**src/rtl/rv32_pkg.sv**
```systemverilog
// Shared rv32 pipeline types: the {pc, instr} pair carried from fetch to decode.
package rv32_pkg;

    typedef struct packed {
        logic [31:0] pc;
        logic [31:0] instr;
    } rv32_prefetch_entry_t;

    localparam int ENTRY_W = $bits(rv32_prefetch_entry_t);

    // Instruction addresses are word granular; the low two bits never reach the bus.
    function automatic logic [31:0] word_align(input logic [31:0] addr);
        return addr & 32'hFFFF_FFFC;
    endfunction

endpackage

```
**src/rtl/rv32_fifo.sv**
```systemverilog
// Generic synchronous FIFO with flush; power-of-two DEPTH so pointers wrap naturally.
module rv32_fifo #(
    parameter int WIDTH = 64,
    parameter int DEPTH = 4
) (
    input  logic                           clk,
    input  logic                           reset,
    input  logic                           flush,
    input  logic                           push,
    input  logic [WIDTH-1:0]               push_data,
    input  logic                           pop,
    output logic [WIDTH-1:0]               head_data,
    output logic                           full,
    output logic                           empty,
    output logic [$clog2(DEPTH+1)-1:0]     count
);

    localparam int PTR_W = $clog2(DEPTH);
    localparam int CNT_W = $clog2(DEPTH+1);

    logic [WIDTH-1:0] mem [DEPTH];
    logic [PTR_W-1:0] head;
    logic [PTR_W-1:0] tail;
    logic             do_push;
    logic             do_pop;

    assign full      = (count == CNT_W'(DEPTH));
    assign empty     = (count == '0);
    assign do_push   = push && !full;
    assign do_pop    = pop && !empty;
    assign head_data = mem[head];

    // Storage carries data only, so it is left out of reset.
    always_ff @(posedge clk) begin
        if (do_push && !flush) begin
            mem[tail] <= push_data;
        end
    end

    always_ff @(posedge clk) begin
        if (reset || flush) begin
            head  <= '0;
            tail  <= '0;
            count <= '0;
        end else begin
            if (do_push) begin
                tail <= tail + PTR_W'(1);
            end
            if (do_pop) begin
                head <= head + PTR_W'(1);
            end
            case ({do_push, do_pop})
                2'b10:   count <= count + CNT_W'(1);
                2'b01:   count <= count - CNT_W'(1);
                default: count <= count;
            endcase
        end
    end

endmodule

```
**src/rtl/rv32_prefetch.sv**
```systemverilog
// Instruction prefetch queue: sequential pc generator and single-outstanding bus
// master feeding a FIFO of {pc, instr} pairs toward decode.
module rv32_prefetch
    import rv32_pkg::*;
#(
    parameter logic [31:0] RESET_VECTOR = 32'b0,
    parameter int          DEPTH        = 4
) (
    input  logic                       clk,
    input  logic                       reset,
    input  logic                       flush_in,
    input  logic [31:0]                flush_pc_in,
    input  logic                       stall_in,
    output logic [31:0]                instr_address_out,
    output logic                       instr_read_out,
    input  logic [31:0]                instr_read_value_in,
    input  logic                       instr_ready_in,
    output logic                       valid_out,
    output logic [31:0]                pc_out,
    output logic [31:0]                instr_out,
    output logic [$clog2(DEPTH+1)-1:0] count_out
);

    localparam int CNT_W = $clog2(DEPTH+1);

    logic [31:0]          fetch_pc;
    logic                 fifo_full;
    logic                 fifo_empty;
    logic [CNT_W-1:0]     fifo_count;
    logic                 push;
    logic                 pop;
    rv32_prefetch_entry_t push_entry;
    rv32_prefetch_entry_t head_entry;

    // The request depends only on registered occupancy, never on ready or pop.
    assign instr_read_out    = !reset && !flush_in && !fifo_full;
    assign instr_address_out = fetch_pc;
    assign push              = instr_read_out && instr_ready_in;
    assign pop               = valid_out && !stall_in;

    assign push_entry.pc    = fetch_pc;
    assign push_entry.instr = instr_read_value_in;

    assign valid_out = !reset && !fifo_empty;
    assign count_out = reset ? '0 : fifo_count;
    assign pc_out    = head_entry.pc;
    assign instr_out = head_entry.instr;

    always_ff @(posedge clk) begin
        if (reset) begin
            fetch_pc <= word_align(RESET_VECTOR);
        end else if (flush_in) begin
            fetch_pc <= word_align(flush_pc_in);
        end else if (push) begin
            fetch_pc <= fetch_pc + 32'd4;
        end
    end

    rv32_fifo #(
        .WIDTH (ENTRY_W),
        .DEPTH (DEPTH)
    ) u_fifo (
        .clk       (clk),
        .reset     (reset),
        .flush     (flush_in),
        .push      (push),
        .push_data (push_entry),
        .pop       (pop),
        .head_data (head_entry),
        .full      (fifo_full),
        .empty     (fifo_empty),
        .count     (fifo_count)
    );

endmodule

```
**config.mk**
```make
export PLATFORM = sky130hd
export DESIGN_NAME = rv32_prefetch
export DESIGN_NICKNAME = d
export VERILOG_FILES = /design/src/rtl/rv32_pkg.sv /design/src/rtl/rv32_fifo.sv /design/src/rtl/rv32_prefetch.sv
export SDC_FILE = /design/constraint.sdc
export NUM_CORES = 1
export LEC_CHECK = 0
export CORE_AREA = 5 5 156 158
export CTS_BUF_LIST = sky130_fd_sc_hd__clkbuf_4
export DETAILED_ROUTE_END_ITERATION = 7
export DIE_AREA = 0 0 161 163
export HOLD_SLACK_MARGIN = 0.03
export MAX_ROUTING_LAYER = met4
export PLACE_DENSITY_LB_ADDON = 0.15
export REMOVE_ABC_BUFFERS = 1
export SYNTH_ARGS = -nofsm -noshare
export SYNTH_HDL_FRONTEND = slang
export SYNTH_SLANG_ARGS = --single-unit
```
**constraint.sdc**
```tcl
create_clock -name clk -period 2.95 [get_ports clk]
set_input_delay 0.59 -clock clk [delete_from_list [all_inputs] [get_ports clk]]
set_output_delay 0.59 -clock clk [all_outputs]
set_load 0.05 [all_outputs]
```
# --- Word-level counts from Yosys, hierarchy flattened ---
# Memory sizes are Yosys's and may differ from the RTL's. A register that Yosys moved wholly into a read port is not among the register bits.
# Index checks and enable logic that the tools add are counted.
word_totals:
  out_inout_bits: 101
  reg_bits: 39
  mem_count: 1
  word_cells: 40
  inputBits: 69
  mem_bits_rw: 256
classes:
  eq_ne: 3
  n_addsub: 5
  mux: 8
  n_reduce_logical: 18
memory_table:
  columns: ["memory", "depth", "word_bits", "read_ports", "rd_clocked_by_memory_dff", "write_ports", "line_no", "source"]
  rows:
  - ["u_fifo.mem", 4, 64, 1, 1, 1, "rv32_fifo.sv:21", "logic [WIDTH-1:0] mem [DEPTH];"]
op_table:
  columns: ["operator", "n"]
  rows:
  - ["$mux W32", 2]
  - ["$add A32 B3 Y32 const B", 1]
  - ["$logic_and A1 B1 Y1", 8]
  - ["$pmux W3 S2", 1]
  - ["$logic_not A1 Y1", 5]
  - ["$add A2 B1 Y2 const B", 2]
  - ["$mux W2", 2]
  - ["$reduce_bool A2 Y1", 2]
  - ["$add A3 B1 Y3 const B", 1]
  - ["$eq A3 B3 Y1 const B", 1]
  - ["$logic_not A3 Y1", 1]
  - ["$mux W3", 1]
  - ["$sub A3 B1 Y3 const B", 1]
  - ["$eq A2 B1 Y1 const B", 1]
  - ["$eq A2 B2 Y1 const B", 1]
  - ["$mux W1", 2]
  - ["$reduce_or A2 Y1", 1]
  - ["$logic_or A1 B1 Y1", 1]

# --- Depth between registers and ports, before layout ---
depth:
  ltp_word: 8
  depth_mapped: 10
  ltp_nobuf: 8

# --- Cells and area by module ---
# From an unflattened synthesis, not the netlist that was laid out.
unflattened:
  hier_cells: 652
  hier_area_um2: 11762.5
by_module_without_submodules:
  columns: ["mod", "area_each_um2", "instances", "cells_each"]
  rows:
  - ["rv32_fifo", 9786.9, 1, 389]
  - ["rv32_prefetch", 1975.6, 1, 263]

# --- Worst setup path after synthesis ---
# OpenSTA, ideal clock, no wires.
synth_timing:
  kind: "in2reg"
  startpoint: "in reset"
  endpoint: "mem u_fifo.mem[0][0], enable pin"
  required_time_ns: 2.523
  setup_time_ns: 0.427
  slack_ns: 0.073
  cell_stages: 3
  arrival_time_ns: 2.450
  n_path_buf: 1
  cell_sequence: "buf_2 nor2_4 and3_1"
synth_via:
  elab_chain_len: 8
synth_lines:
  columns: ["item", "line_no", "source"]
  rows:
  - ["from (decl)", "rv32_prefetch.sv:10", "input logic reset,"]
  - ["$logic_not A1 Y1", "rv32_prefetch.sv:36", "assign instr_read_out = !reset && !flush_in && !fifo_full;"]
  - ["$logic_and A1 B1 Y1 (2 in series)", "rv32_prefetch.sv:36", null]
  - ["$logic_and A1 B1 Y1", "rv32_prefetch.sv:38", "assign push = instr_read_out && instr_ready_in;"]
  - ["$logic_and A1 B1 Y1", "rv32_fifo.sv:29", "assign do_push = push && !full;"]
  - ["$logic_and A1 B1 Y1", "rv32_fifo.sv:35", "if (do_push && !flush) begin"]
  - ["$mux W1", "rv32_fifo.sv:35", null]
  - ["$mux W1 (implied by the code)", "rv32_fifo.sv:36", "mem[tail] <= push_data;"]
  - ["to (decl)", "rv32_fifo.sv:21", null]
# Every way passes these cells.

==> metrics.csv <==
stage,metric,value,unit
status,outcome,"complete, no violations",
timing,total negative slack for setup checks,0,ns
routing,total vias in the final route,6429,
yosys,Synth warnings,0,
yosys,Synth Instances,604,
yosys,largest area contributor in the synthesized netlist,edfxtp_1,
die,initial standard-cell utilization of the core,0.487,
finish,area growth from synthesis to layout,27.2,%
yosys,share of the synthesized area in the top cell type,0.665,
yosys,largest cells by area after synthesis,"edfxtp_1, mux4_2, dfxtp_1, xnor2_1, nand2_1",
setup_path,RR Endpoint,u_fifo.count[2],
pwr,internal power consumption,6.47,mW
global_route,GRT Resource Usage Total,0.196,
yosys,number of different library cells in the post-synthesis netlist,53,
yosys,area fraction in compound gates after synthesis,0.0306,
routing,DR DRC count,0,
pwr,IR Drop Worst-Case VDD,0.275,mV
finish,layout cells sized above 1,0.312,
setup_path,type of the worst setup path,flip-flop to primary output,
timing,final critical-path required period,2.82,ns
setup_path,required time of the critical path,2.36,ns
die,chip height,163,um
setup_path,CP endpoint kind,primary output,
global_route,largest net degree at the start of global routing,35,
setup_path,WP data arrival,2.23,ns
min_path,Hold Crit Start,flush_pc_in[5],
yosys,syn avg cell area,18.5,um^2
global_route,global-route wire length before repair,38300,um
min_path,worst hold endpoint,instr_address_out[5],
die,number of top-level pins,170,
yosys,proportion of synthesized chip area in sequential cells,0.735,
global_route,via count of the first global-routing pass,6946,
min_path,worst min-delay path category,input pin to flip-flop,
cts,H-tree levels,3,
die,Die Outline Area,26200,um^2
cts,number of sinks handled by clock tree synthesis,287,
yosys,Mapped Area,11200,um^2
yosys,number of flip-flops and latches in the synthesized netlist,287,
timing,worst slew slack as a fraction of its limit,0.628,
pwr,Net Switching,1.96,mW
timing,transition time at the pin with the least slew margin,0.556,ns
timing,final-layout worst hold slack,0.504,ns
place,global placement routability congestion,0.776,
timing,Pins Over Slew Limit,0,
setup_path,Reg2Reg Setup Slack,0.54,ns
yosys,cell types with the highest counts after synthesis,"edfxtp_1, mux4_2, dfxtp_1",
flow_run,Maximum Capacitance Violations,0,
cts,number of buffers on the longest clock path,3,
die,standard-cell rows,56,
timing,Worst Clk Skew,0.0377,ns
cts,cell at the root of the clock tree,clkbuf_4,
finish,total number of nets in the final design,912,
yosys,dominant combinational cell family by area after synthesis,multiplexers,
timing,share of the clock period used by the worst path,0.954,
die,die width,161,um
cts,CTS tree,yes,
finish,area used by multi-input combinational logic,2810,um^2
routing,mean routed wirelength per cell,20.9,um
die,area of the placeable core,23000,um^2
pwr,switching share of power,0.232,
routing,Final ANT Viol Nets,0,
yosys,"basic-gate share of the synthesized area counting and, or, nand and nor cells",0.0645,
routing,Iter 0 DRT Violations,350,
routing,number of iterations in the first detailed-routing pass,5,
finish,filler cell count in the final layout,1755,
yosys,Synth Area in XOR/XNOR,0.0188,
yosys,proportion of synthesized area in mux cells,0.126,
cts,clock transition time at the flip-flop clock pins of the worst setup and hold paths,0.07,ns
cts,Num CTS Buffers,72,
timing,timing-limited maximum frequency,0.355,GHz
global_route,number of antenna violations at the first check in global routing,2,
timing,number of failing hold endpoints at the final stage,0,
place,number of buffers inserted by port buffering,163,
global_route,global-route congestion overflow total,0,
pwr,Reg power frac,0.540,
pwr,portion of total power attributed to combinational logic,0.073,
setup_path,peak fanout along the critical path,24,
pwr,total leakage power,4.68,nW
setup_path,depth of the worst register-to-register path,8,
setup_path,startpoint of the worst-slack reg-to-reg timing path,u_fifo.count[2],
place,DP HPWL,15500,um
cts,clock latency of the later-clocked register in the worst-skew pair,0.67,ns
timing,number of setup violations in the final report,0,
yosys,fraction of synthesis flops using an asynchronous set or reset pin,0,
pwr,power density over cell area,592,nW/um^2
setup_path,category of the worst setup path launch point,flip-flop,
finish,storage element area,8240,um^2
routing,Avg Vias per Cell,5.44,
pwr,proportion of power drawn by the clock network,0.387,
yosys,most common cell in the netlist,edfxtp_1,
yosys,number of synthesized flops with an enable pin,248,
yosys,main flop type after synthesis,edfxtp_1,
min_path,cell depth of the worst hold path,3,
yosys,adder-cell share of the synthesized area,0.00849,
routing,DRT Wirelength,24700,um
## worst max-delay path, stage by stage, from the launching register on
cell     delay (ns)
dfxtp_4        0.38
buf_12         0.13
buf_8          0.27
mux4_2         0.57
buf_4          0.21
## logic make-up (layout without fill, tap and decap cells)
kind of cell,after synthesis,in the layout
xor gates and xnor gates,24,24
DFF,287,287
muxes,63,63
buffers and inverters,40,322
and+or+nand+nor,132,132
adders and majority gates,7,7
other,1,6
AOI/OAI and AO/OA,50,50
## stage by stage
step / setup slack, ns / instances / total power, mW / cell area (um^2) / util
4_1_cts: 0.0139 / 1179 / 8.55 / 14200 / 0.619
3_5_place_dp: 0.167 / 1049 / 5.26 / 13300 / 0.577
5_1_grt: -0.0121 / 1181 / 8.84 / 14200 / 0.620
6_report: 0.135 / 1181 / 8.43 / 14200 / 0.620
2_1_floorplan: -1.10 / 574 / 4.95 / 11000 / -
3_3_place_gp: 0.296 / 1049 / 5.24 / 13300 / 0.577
## power groups by stage
stage	Sequential, mW	Clock, mW	Combinational, mW
after floorplan	4.71	0	0.236
after global placement	4.63	0	0.612
after detailed placement	4.64	0	0.620
after CTS	4.55	3.38	0.621
after global routing	4.56	3.64	0.647
final	4.55	3.27	0.616
## flip-flops by register name (all words and copies together), names as in the netlist, named ones only
name and flops:
u_fifo.mem 248, u_fifo.head 2, u_fifo.tail 2, u_fifo.count 3, instr_address_out 30
## metal layers
metal / vias to the layer above / routed length (um) / GRT usage
met5: - / 0 / -
met4: 0 / 354 / 0.0582
met3: 34 / 1520 / 0.0501
met2: 234 / 12300 / 0.317
met1: 3222 / 10500 / 0.250
li1: 2939 / - / -
## repair_timing
action	CTS	global route
gates resized for setup	14	3
endpoints found under the hold margin	0	0
buffers inserted	3	0
hold buffers	0	0
endpoints found under the setup margin	53	26
## cell usage in the layout, fill, tap and decap left out, types with 3 or more instances in the layout
cell | netlist | layout
clkinv_1 | 0 | 12
conb_1 | 1 | 4
ha_1 | 6 | 6
and2_1 | 5 | 5
mux4_2 | 62 | 62
buf_12 | 0 | 16
nor3_1 | 11 | 11
nand2_1 | 32 | 32
inv_1 | 7 | 7
dfxtp_1 | 39 | 37
o22ai_1 | 5 | 5
clkdlybuf4s50_1 | 0 | 96
edfxtp_1 | 248 | 248
nor4_2 | 3 | 3
a211oi_1 | 11 | 11
xnor2_1 | 21 | 21
and3_1 | 11 | 7
clkbuf_4 | 0 | 107
nand3_1 | 13 | 13
nand4_1 | 4 | 4
o21ai_0 | 4 | 4
a31oi_1 | 6 | 6
a21oi_1 | 9 | 9
dlygate4sd2_1 | 0 | 11
nor2_1 | 31 | 31
buf_4 | 4 | 62
and3_4 | 0 | 4
xor2_1 | 3 | 3
## layout make-up
class	instances	share of cell area
repair buffers	188	0.132
multi-input cells	280	0.197
well taps	290	0.0255
flip-flops and latches	287	0.578
clock buffers	107	0.0564
clock inverters	20	0.00843
diodes	2	0.000351
inverters	7	0.00184
## worst max-delay path by stage
| stage | endpoint | slack (ns) |
|---|---|---|
| CTS | pc_out[23] | 0.01 |
| finish | pc_out[18] | 0.13 |
| floorplan | instr_out[0] | -1.10 |
| global placement | u_fifo.count[2] | 0.30 |
| detailed placement | u_fifo.count[2] | 0.17 |
| global route | instr_out[26] | -0.01 |
Power figures use the tool's default switching activity.
